## config.mk

```make
export PLATFORM = sky130hd
export DESIGN_NAME = fetch_queue_flat
export DESIGN_NICKNAME = d
export VERILOG_FILES = /design/src/rtl/fetch_queue_if.sv /design/src/rtl/fetch_queue.sv /design/src/flat_wrapper.sv
export SDC_FILE = /design/constraint.sdc
export NUM_CORES = 1
export LEC_CHECK = 0
export ABC_CLOCK_PERIOD_IN_PS = 14100
export BUFFER_PORTS_ARGS = -buffer_cell sky130_fd_sc_hd__clkbuf_2
export CORE_ASPECT_RATIO = 1.75
export CORE_MARGIN = 2
export CORE_UTILIZATION = 58
export DETAILED_ROUTE_END_ITERATION = 10
export GPL_TIMING_DRIVEN = 0
export PLACE_DENSITY = 0.85
export SLEW_MARGIN = 30
export SYNTH_ARGS = -nofsm -noshare
export SYNTH_HDL_FRONTEND = slang
export SYNTH_SLANG_ARGS = --single-unit
```

## constraint.sdc

```tcl
create_clock -name clk -period 14.1 [get_ports clk]
set_clock_uncertainty 0.15 [all_clocks]
set_input_delay 1.41 -clock clk [delete_from_list [all_inputs] [get_ports clk]]
set_output_delay 1.41 -clock clk [all_outputs]
set_load 0.005 [all_outputs]
```

## src/rtl/fetch_queue_if.sv

```systemverilog
// fetch_queue_if: handshake bundle between the fetch queue, the instruction
// cache, the Decoder and the RoB flush sources.
//   master : fetch_queue side (drives icache_req/addr, dec_*, count)
//   slave  : environment side (drives rdy, flushes, cache response, dec_accept)
interface fetch_queue_if #(
  parameter int unsigned DEPTH = 4
);
  localparam int unsigned CW = $clog2(DEPTH + 1);

  logic          rdy;
  logic          rob_clear;
  logic [31:0]   back_pc;
  logic          redirect;
  logic [31:0]   redirect_pc;
  logic          icache_req;
  logic [31:0]   icache_addr;
  logic          icache_valid;
  logic [31:0]   icache_instr;
  logic          dec_valid;
  logic [31:0]   dec_instr;
  logic [31:0]   dec_addr;
  logic          dec_accept;
  logic [CW-1:0] count;

  modport master (
    input  rdy, rob_clear, back_pc, redirect, redirect_pc,
    input  icache_valid, icache_instr, dec_accept,
    output icache_req, icache_addr, dec_valid, dec_instr, dec_addr, count
  );

  modport slave (
    output rdy, rob_clear, back_pc, redirect, redirect_pc,
    output icache_valid, icache_instr, dec_accept,
    input  icache_req, icache_addr, dec_valid, dec_instr, dec_addr, count
  );
endinterface

```

## src/rtl/fetch_queue.sv

```systemverilog
// fetch_queue: sequential instruction prefetch buffer between the I-cache and
// the Decoder. Keeps a DEPTH-entry FIFO of {addr, instr} filled by one
// outstanding cache request at a time; flushes on RoB clear or Decoder
// redirect and discards any cache response that was in flight at the flush.
// Ports:
//   clk, rst : clock, asynchronous active-high reset
//   bus      : fetch_queue_if.master (rdy, flushes, icache req/resp,
//              decoder head/accept, occupancy count)
module fetch_queue #(
  parameter int unsigned DEPTH    = 4,
  parameter logic [31:0] RESET_PC = 32'h0
) (
  input  logic          clk,
  input  logic          rst,
  fetch_queue_if.master bus
);
  localparam int unsigned PW = $clog2(DEPTH);
  localparam int unsigned CW = $clog2(DEPTH + 1);
  localparam logic [CW-1:0] DEPTH_C = CW'(DEPTH);

  typedef enum logic [1:0] {IDLE, WAIT, DRAIN} state_e;

  state_e        state_q;
  logic [31:0]   fetch_pc_q, fetch_pc_d;
  logic [31:0]   req_addr_q;
  logic [PW-1:0] head_q, head_d;
  logic [PW-1:0] tail_q, tail_d;
  logic [CW-1:0] count_q, count_d;
  logic [31:0]   instr_mem_q [DEPTH];
  logic [31:0]   addr_mem_q  [DEPTH];

  logic          flush_c;
  logic          push_c;
  logic          pop_c;
  logic [31:0]   target_c;

  // Qualified events; everything is masked while rdy is low.
  always_comb begin
    flush_c  = bus.rdy & (bus.rob_clear | bus.redirect);
    target_c = bus.rob_clear ? bus.back_pc : bus.redirect_pc;
    push_c   = bus.rdy & (state_q == WAIT) & bus.icache_valid & ~flush_c;
    pop_c    = bus.rdy & bus.dec_accept & (count_q != '0) & ~flush_c;
  end

  // FIFO bookkeeping and fetch address.
  always_comb begin
    fetch_pc_d = fetch_pc_q;
    head_d     = head_q;
    tail_d     = tail_q;
    count_d    = count_q;
    if (flush_c) begin
      fetch_pc_d = target_c;
      head_d     = '0;
      tail_d     = '0;
      count_d    = '0;
    end else begin
      if (push_c) begin
        fetch_pc_d = fetch_pc_q + 32'd4;
        tail_d     = tail_q + PW'(1);
      end
      if (pop_c) begin
        head_d = head_q + PW'(1);
      end
      if (push_c && !pop_c) begin
        count_d = count_q + CW'(1);
      end else if (pop_c && !push_c) begin
        count_d = count_q - CW'(1);
      end
    end
  end

  // State, request address and storage.
  always_ff @(posedge clk or posedge rst) begin
    if (rst) begin
      state_q    <= IDLE;
      fetch_pc_q <= RESET_PC;
      req_addr_q <= RESET_PC;
      head_q     <= '0;
      tail_q     <= '0;
      count_q    <= '0;
      for (int i = 0; i < int'(DEPTH); i++) begin
        instr_mem_q[i] <= '0;
        addr_mem_q[i]  <= '0;
      end
    end else if (bus.rdy) begin
      fetch_pc_q <= fetch_pc_d;
      head_q     <= head_d;
      tail_q     <= tail_d;
      count_q    <= count_d;
      if (push_c) begin
        instr_mem_q[tail_q] <= bus.icache_instr;
        addr_mem_q[tail_q]  <= fetch_pc_q;
      end
      case (state_q)
        IDLE: begin
          // A response strobe here is a protocol violation and is ignored.
          if (flush_c) begin
            req_addr_q <= target_c;
            state_q    <= WAIT;
          end else if (count_q < DEPTH_C) begin
            req_addr_q <= fetch_pc_q;
            state_q    <= WAIT;
          end
        end
        WAIT: begin
          if (bus.icache_valid) begin
            if (flush_c) begin
              req_addr_q <= target_c;
            end else if (count_d < DEPTH_C) begin
              req_addr_q <= fetch_pc_d;
            end else begin
              state_q <= IDLE;
            end
          end else if (flush_c) begin
            // Old request stays on the bus until its stale response returns.
            state_q <= DRAIN;
          end
        end
        DRAIN: begin
          if (bus.icache_valid) begin
            req_addr_q <= flush_c ? target_c : fetch_pc_q;
            state_q    <= WAIT;
          end
        end
        default: state_q <= IDLE;
      endcase
    end
  end

  assign bus.icache_req  = (state_q != IDLE);
  assign bus.icache_addr = req_addr_q;
  assign bus.dec_valid   = (count_q != '0);
  assign bus.dec_instr   = instr_mem_q[head_q];
  assign bus.dec_addr    = addr_mem_q[head_q];
  assign bus.count       = count_q;
endmodule

```

## src/flat_wrapper.sv

```systemverilog
// flat-port wrapper written by rule: the top's interface ports become plain ports
module fetch_queue_flat 
#(
  parameter int unsigned DEPTH    = 4,
  parameter logic [31:0] RESET_PC = 32'h0
)
  (clk, rst, bus_rdy, bus_rob_clear, bus_back_pc, bus_redirect, bus_redirect_pc, bus_icache_valid, bus_icache_instr, bus_dec_accept, bus_icache_req, bus_icache_addr, bus_dec_valid, bus_dec_instr, bus_dec_addr, bus_count);
  fetch_queue_if #(.DEPTH(DEPTH)) bus_i ();
  input  logic clk;
  input  logic rst;
  input wire logic [$bits(bus_i.rdy)-1:0] bus_rdy;
  input wire logic [$bits(bus_i.rob_clear)-1:0] bus_rob_clear;
  input wire logic [$bits(bus_i.back_pc)-1:0] bus_back_pc;
  input wire logic [$bits(bus_i.redirect)-1:0] bus_redirect;
  input wire logic [$bits(bus_i.redirect_pc)-1:0] bus_redirect_pc;
  input wire logic [$bits(bus_i.icache_valid)-1:0] bus_icache_valid;
  input wire logic [$bits(bus_i.icache_instr)-1:0] bus_icache_instr;
  input wire logic [$bits(bus_i.dec_accept)-1:0] bus_dec_accept;
  output wire logic [$bits(bus_i.icache_req)-1:0] bus_icache_req;
  output wire logic [$bits(bus_i.icache_addr)-1:0] bus_icache_addr;
  output wire logic [$bits(bus_i.dec_valid)-1:0] bus_dec_valid;
  output wire logic [$bits(bus_i.dec_instr)-1:0] bus_dec_instr;
  output wire logic [$bits(bus_i.dec_addr)-1:0] bus_dec_addr;
  output wire logic [$bits(bus_i.count)-1:0] bus_count;
  assign bus_i.rdy = bus_rdy;
  assign bus_i.rob_clear = bus_rob_clear;
  assign bus_i.back_pc = bus_back_pc;
  assign bus_i.redirect = bus_redirect;
  assign bus_i.redirect_pc = bus_redirect_pc;
  assign bus_i.icache_valid = bus_icache_valid;
  assign bus_i.icache_instr = bus_icache_instr;
  assign bus_i.dec_accept = bus_dec_accept;
  assign bus_icache_req = bus_i.icache_req;
  assign bus_icache_addr = bus_i.icache_addr;
  assign bus_dec_valid = bus_i.dec_valid;
  assign bus_dec_instr = bus_i.dec_instr;
  assign bus_dec_addr = bus_i.dec_addr;
  assign bus_count = bus_i.count;
  fetch_queue #(.DEPTH(DEPTH), .RESET_PC(RESET_PC)) u_core (.clk(clk), .rst(rst), .bus(bus_i));
endmodule
```

Yosys cells after proc, flatten, opt, wreduce, memory -nomap -nowiden
Cells that the tools add are included.
Operators by class
  bitwise operators: 11
  multiplexer cells: 36
  div/mod/pow operators: 0
  equality and inequality tests: 9
  multiply operators: 0
  add/subtract/negate cells: 5
  shifts and indexed selects: 0
  reduce and logical (&&, ||, !) cells: 16
  order comparisons: 5
Operators with widths (count)
  2-to-1 mux 32 bit: 15
  bitwise mux 128 bit: 2
  binary-select mux 32 bit (select 2 bit): 2
  one-hot mux 32 bit (3 select lines): 1
  demux 32 bit (select 2 bit): 1
  adder 32 x 3 -> 32 bit (second input constant): 1
  2-to-1 mux 2 bit: 11
  AND reduction 6 bit: 2
  2-to-1 mux 3 bit: 3
  inequality test 3 x 2 -> 1 bit (second input constant): 3
  AND 1 bit: 7
  greater-or-equal comparator 3 bit (second input constant): 2
  less-than comparator 3 bit (second input constant): 2
  inverter 2 -> 3 bit: 2
  one-hot mux 2 bit (3 select lines): 1
  AND reduction 2 bit: 3
  nonzero test 2 bit: 3
  nonzero test 3 bit: 2
  adder 2 x 1 -> 2 bit (second input constant): 2
  inequality test 2 bit (second input constant): 2
  adder 3 x 1 -> 3 bit (second input constant): 1
  logical AND 1 bit: 3
  less-than comparator 3 x 1 -> 1 bit (second input constant): 1
  inequality test 3 x 1 -> 1 bit (second input constant): 1
  other kinds (8): 9
Word-level totals
  memories: 0
  logic and storage cells: 96
  bits in writable memories: 0
  bits of input ports: 103
  register bits: 329
  output and inout port bits: 101
  latch bits: 0
  memory bits (read-only): 0

Depth between registers and ports, before layout
  depth in word-level cells: 14
  gate-level depth with buffers: 14

Worst setup path after synthesis
No wires, ideal clock.
  path type: in2reg
  start point: input port bus_redirect
  end point: register u_core.req_addr_q[10], in the netlist u_core.bus.icache_addr[10]
  stages: 13
  required time: 13.825 ns
  setup time: 0.125 ns
  data arrival time: 4.050 ns
  setup slack: 9.775 ns
  buffers on the path: 4
  cells stage by stage: buf_6 or2_1 buf_6 nor3_1 buf_2 inv_1 ha_1 nand2_1 o21ai_0 xnor2_1 o21ai_1 clkbuf_1 mux2_2
On the way
  longest elaborated chain between the ends: 12
  elaborated cells between the ends (all ways): 25
RTL lines
  start: declaration: RTL line flat_wrapper.sv:14  | input wire logic [$bits(bus_i.redirect)-1:0] bus_redirect;
  bitwise OR 1 bit *: RTL line fetch_queue.sv:39  | flush_c = bus.rdy & (bus.rob_clear | bus.redirect);
  AND 1 bit *: RTL line fetch_queue.sv:39
  inverter 1 bit: RTL line fetch_queue.sv:41, fetch_queue.sv:42
  AND 1 bit: RTL line fetch_queue.sv:41  | push_c = bus.rdy & (state_q == WAIT) & bus.icache_valid & ~flush_c;
  zero test 1 bit: RTL line fetch_queue.sv:66  | end else if (pop_c && !push_c) begin
  logical AND 1 bit: RTL line fetch_queue.sv:66
  2-to-1 mux 3 bit: RTL line fetch_queue.sv:66
  2-to-1 mux 3 bit: RTL line fetch_queue.sv:64  | if (push_c && !pop_c) begin
  2-to-1 mux 3 bit: RTL line fetch_queue.sv:51  | if (flush_c) begin
  less-than comparator 3 bit: RTL line fetch_queue.sv:109  | end else if (count_d < DEPTH_C) begin
  inequality test 3 x 2 -> 1 bit (no line)
  AND reduction 6 bit (no line)
  end signal: assignment: RTL line fetch_queue.sv:108  | req_addr_q <= target_c;
  end signal: assignment: RTL line fetch_queue.sv:110  | req_addr_q <= fetch_pc_d;
  end signal: assignment: RTL line fetch_queue.sv:121  | req_addr_q <= flush_c ? target_c : fetch_pc_q;
  end: declaration: RTL line fetch_queue.sv:25  | logic [31:0] req_addr_q;
Every way passes the cells marked *; elsewhere a longest branch is shown, timed or not. The select of a mux whose other input is x is not followed.
A chain may end at the register's enable or synchronous reset.

Worst setup path after layout
  start point: register u_core.head_q[0]
  end point: output port bus_dec_instr[10]
On the way
  longest elaborated chain between the ends: 4
RTL lines
  start: declaration: RTL line fetch_queue.sv:26  | logic [PW-1:0] head_q, head_d;
  start signal: assignment: RTL line fetch_queue.sv:78  | head_q <= '0;
  start signal: assignment: RTL line fetch_queue.sv:87  | head_q <= head_d;
  inverter 2 -> 3 bit (not written as such): RTL line fetch_queue.sv:133  | assign bus.dec_instr = instr_mem_q[head_q];
  binary-select mux 32 bit (select 2 bit): RTL line fetch_queue.sv:133
  2-to-1 mux 32 bit (not written as such) (2 in a row): RTL line fetch_queue.sv:133
  end: declaration: RTL line flat_wrapper.sv:22  | output wire logic [$bits(bus_i.dec_instr)-1:0] bus_dec_instr;
Every way passes these cells. The select of a mux whose other input is x is not followed.

==> run metrics <==
RSZ-0062 raised after global routing=no; Fmax=209.7 MHz; Worst setup EP type=primary output; worst setup path category=reg2out; Max-cap violations=0; total congestion overflow=0; Final Critical Period=4.768 ns; Layout fillers=1758; Hold Crit Start=u_core.addr_mem_q[59]; Top Ports=204; Mapped Area=0.01483 mm^2; # DRC=0; vias in the first global route=10500; Synth top area share=0.5551; WHS=0.3336 ns; CP Max Fanout=10; number of DRC markers in iteration 0=588; via/cell ratio=6.030; Antenna Cells=0; Worst Setup Start Kind=register; row count=77; status=complete, no violations; CTS buffer count=29; WHS Endpoint=u_core.addr_mem_q[59]; Netlist cell types=50; Async SR Flop Fraction=1.000; DP Wirelength=25.02 mm; H-tree Lvls=1; DR pass1 iterations=5; top post-synthesis cells by count=dfrtp_1, mux2_2, mux4_2, nand2_1, clkbuf_1; Fin. Hold Viols=0; Crit path largest cell delay=0.72 ns; Top delay family on crit path=buffers and inverters; Chip Height=215.5 um; syn avg cell area=14.37 um^2; final wirelength=35.11 mm; Slew headroom=0.3994; initial antenna violation count=0; Routed Antenna Nets=0; arrival time worst endpoint=3.21 ns; worst r2r src=u_core.state_q[1]; Setup Fix Bufs, Post-CTS=0; TritonCTS clock tree=yes; main flop type after synthesis=dfrtp_1; GR Util All Layers=0.2681; worst endpoint required time=12.54 ns; Core Box Area=0.02524 mm^2; CTS clk-pin slew, worst paths=0.07 ns; Mapped Nets=1145; setup TNS=0 ns; Area after DPL=0.01632 mm^2; clock root cell=clkbuf_16; Worst VDD drop=126.9 uV; Synth warnings=0; drt wl/cell=21.88 um; worst hold path cell count=2; CP Cell Sequence=clkbuf_1 -> clkbuf_1 -> buf_1 -> mux4_2 -> clkbuf_2; final worst slack=9.332 ns; hold buffers post-CTS=0; R2R Path End=u_core.bus.icache_addr[6]; Initial Utilization=0.5876; buffers plus inverters on the worst setup path=4; Layout Nets=1380; most numerous cell in the Yosys netlist=dfrtp_1; leading area contributor after synthesis=dfrtp_1; Place WS=8.957 ns; port bufs=201; Final period util=0.3381; clk buf depth=3; first-pass GRT wire length=56.77 mm; Synth Instances=1032; Reg2Reg Depth=11; Die X=124.9 um; Via Count=9678; leakage power=8.224 nW; post-CTS sizing=0; Area contributors post-synth=dfrtp_1, mux2_2, mux4_2; measured slew at the worst slew-check pin=0.9009 ns; PwrDens=163.3 mW/mm^2; final setup fails=0; die area=0.02692 mm^2; critical path's most frequent cell=clkbuf_1; number of synthesized flops with an enable pin=0; max-slew violations=0; #FFs+latches synth=329; routability cong.=0.8658; Num Clock Sinks=329; CP max-delay cell=buf_1; Hold Crit Class=reg2reg; Layout area overhead=16.88%; Clk Latency, worst-skew pair=0.56 ns; final instance area=0.01734 mm^2; largest net degree at the start of global routing=99; FF-to-FF setup slack=10.17 ns; Seq/Total Area, Yosys=0.5551; layout cells sized above 1=0.4694
registers in the layout (all words and copies together) (netlist names):
| signal | flops |
|---|---|
| u_core.bus.count | 3 |
| u_core.state_q | 2 |
| u_core.head_q | 2 |
| u_core.addr_mem_q | 128 |
| u_core.tail_q | 2 |
| u_core.instr_mem_q | 128 |
| u_core.fetch_pc_q | 32 |
| u_core.bus.icache_addr | 32 |
layout make-up:
type	instances	area, um^2	share of cell area
tap	316	395.4	0.02281
inverter	15	63.81	0.003681
timing repair buffer	204	1089	0.06279
buffer	71	292.8	0.01689
sequential	329	8233	0.4749
clock buffer	39	823.3	0.04749
multi-input combinational	617	6254	0.3607
clock inverter	14	185.2	0.01068
routing by layer:
metal,vias up,global-route usage,wire (um)
met3,90,0.03297,1808
met1,4987,0.3273,13040
li1,4273,-,-
met2,328,0.4785,18820
met5,-,0,0
met4,0,0.1189,1440
cells by family (layout without fill, tap and decap cells):
| group | count (synthesis) | in the layout | synth area share |
|---|---|---|---|
| mux | 342 | 342 | 0.3077 |
| flops | 329 | 329 | 0.5551 |
| simple gates | 146 | 146 | 0.05264 |
| compound gates | 97 | 97 | 0.03990 |
| buf+inv | 86 | 343 | 0.02328 |
| xor+xnor | 22 | 22 | 0.01299 |
| fa+ha+maj | 10 | 10 | 0.008436 |
report_power, final:
part / internal [mW] / total (mW) / switching, mW
Clock: 0.484 / 0.836 / 0.353
Sequential: 1.18 / 1.32 / 0.138
Combinational: 0.391 / 0.676 / 0.285
cell usage in the layout, fill, tap and decap left out, types with 2 or more instances in the layout:
master | Yosys | routed
buf_2 | 4 | 4
buf_6 | 2 | 2
nor4_4 | 2 | 2
nand2_1 | 53 | 53
clkbuf_16 | 0 | 29
mux2i_1 | 7 | 7
nor2b_1 | 21 | 21
and3_1 | 9 | 9
ha_1 | 10 | 10
xnor2_1 | 7 | 7
clkinv_2 | 0 | 5
and2_1 | 2 | 2
clkbuf_2 | 2 | 206
o211ai_1 | 4 | 4
dfrtp_1 | 329 | 329
clkbuf_8 | 0 | 6
or3_1 | 2 | 2
mux2_2 | 271 | 271
a211oi_1 | 19 | 19
o31ai_1 | 3 | 3
xor2_1 | 15 | 15
a31oi_1 | 4 | 4
or4_1 | 2 | 2
clkinv_4 | 0 | 2
buf_1 | 30 | 30
nand4_1 | 13 | 13
nor2_1 | 17 | 17
mux4_2 | 64 | 64
nand3_1 | 11 | 11
nor3_1 | 3 | 3
inv_1 | 15 | 14
a21oi_1 | 24 | 24
o21ai_0 | 31 | 31
buf_16 | 0 | 3
bufinv_16 | 0 | 4
a221oi_1 | 2 | 2
clkinvlp_4 | 0 | 3
o22ai_1 | 3 | 3
clkbuf_1 | 33 | 34
worst register-to-register path: stages, from the launching register on:
cell	delay (ns)
dfrtp_1	0.44
nand3b_1	0.26
nor3_1	0.34
buf_2	0.30
inv_1	0.08
ha_1	0.22
nand2_1	0.07
o21ai_0	0.09
xnor2_1	0.19
o21ai_1	0.65
clkbuf_1	0.62
mux2_2	0.42
metrics by stage:
| stage | utilization | instances | total power, mW |
|---|---|---|---|
| finish | 0.6868 | 1605 | 2.832 |
| global route | 0.6868 | 1605 | 2.969 |
| CTS | 0.6866 | 1605 | 2.847 |
| detailed placement | 0.6467 | 1552 | 2.011 |
| global placement | 0.6431 | 1549 | 1.968 |
| floorplan | - | 1032 | 1.716 |
worst max-delay path by stage:
stage / startpoint / to / slack, ns / cells after the start
after detailed placement: bus_rob_clear / u_core.bus.icache_addr[6] / 8.96 / 13
after global placement: rst / u_core.bus.icache_addr[11] / 0.50 / 2
final: u_core.head_q[0] / bus_dec_instr[10] / 9.33 / 5
after CTS: u_core.head_q[0] / bus_dec_instr[10] / 9.19 / 5
after global routing: u_core.head_q[0] / bus_dec_instr[10] / 9.05 / 5
after floorplan: rst / u_core.addr_mem_q[0] / 3.43 / 1
(Power assumes the default switching activity.)
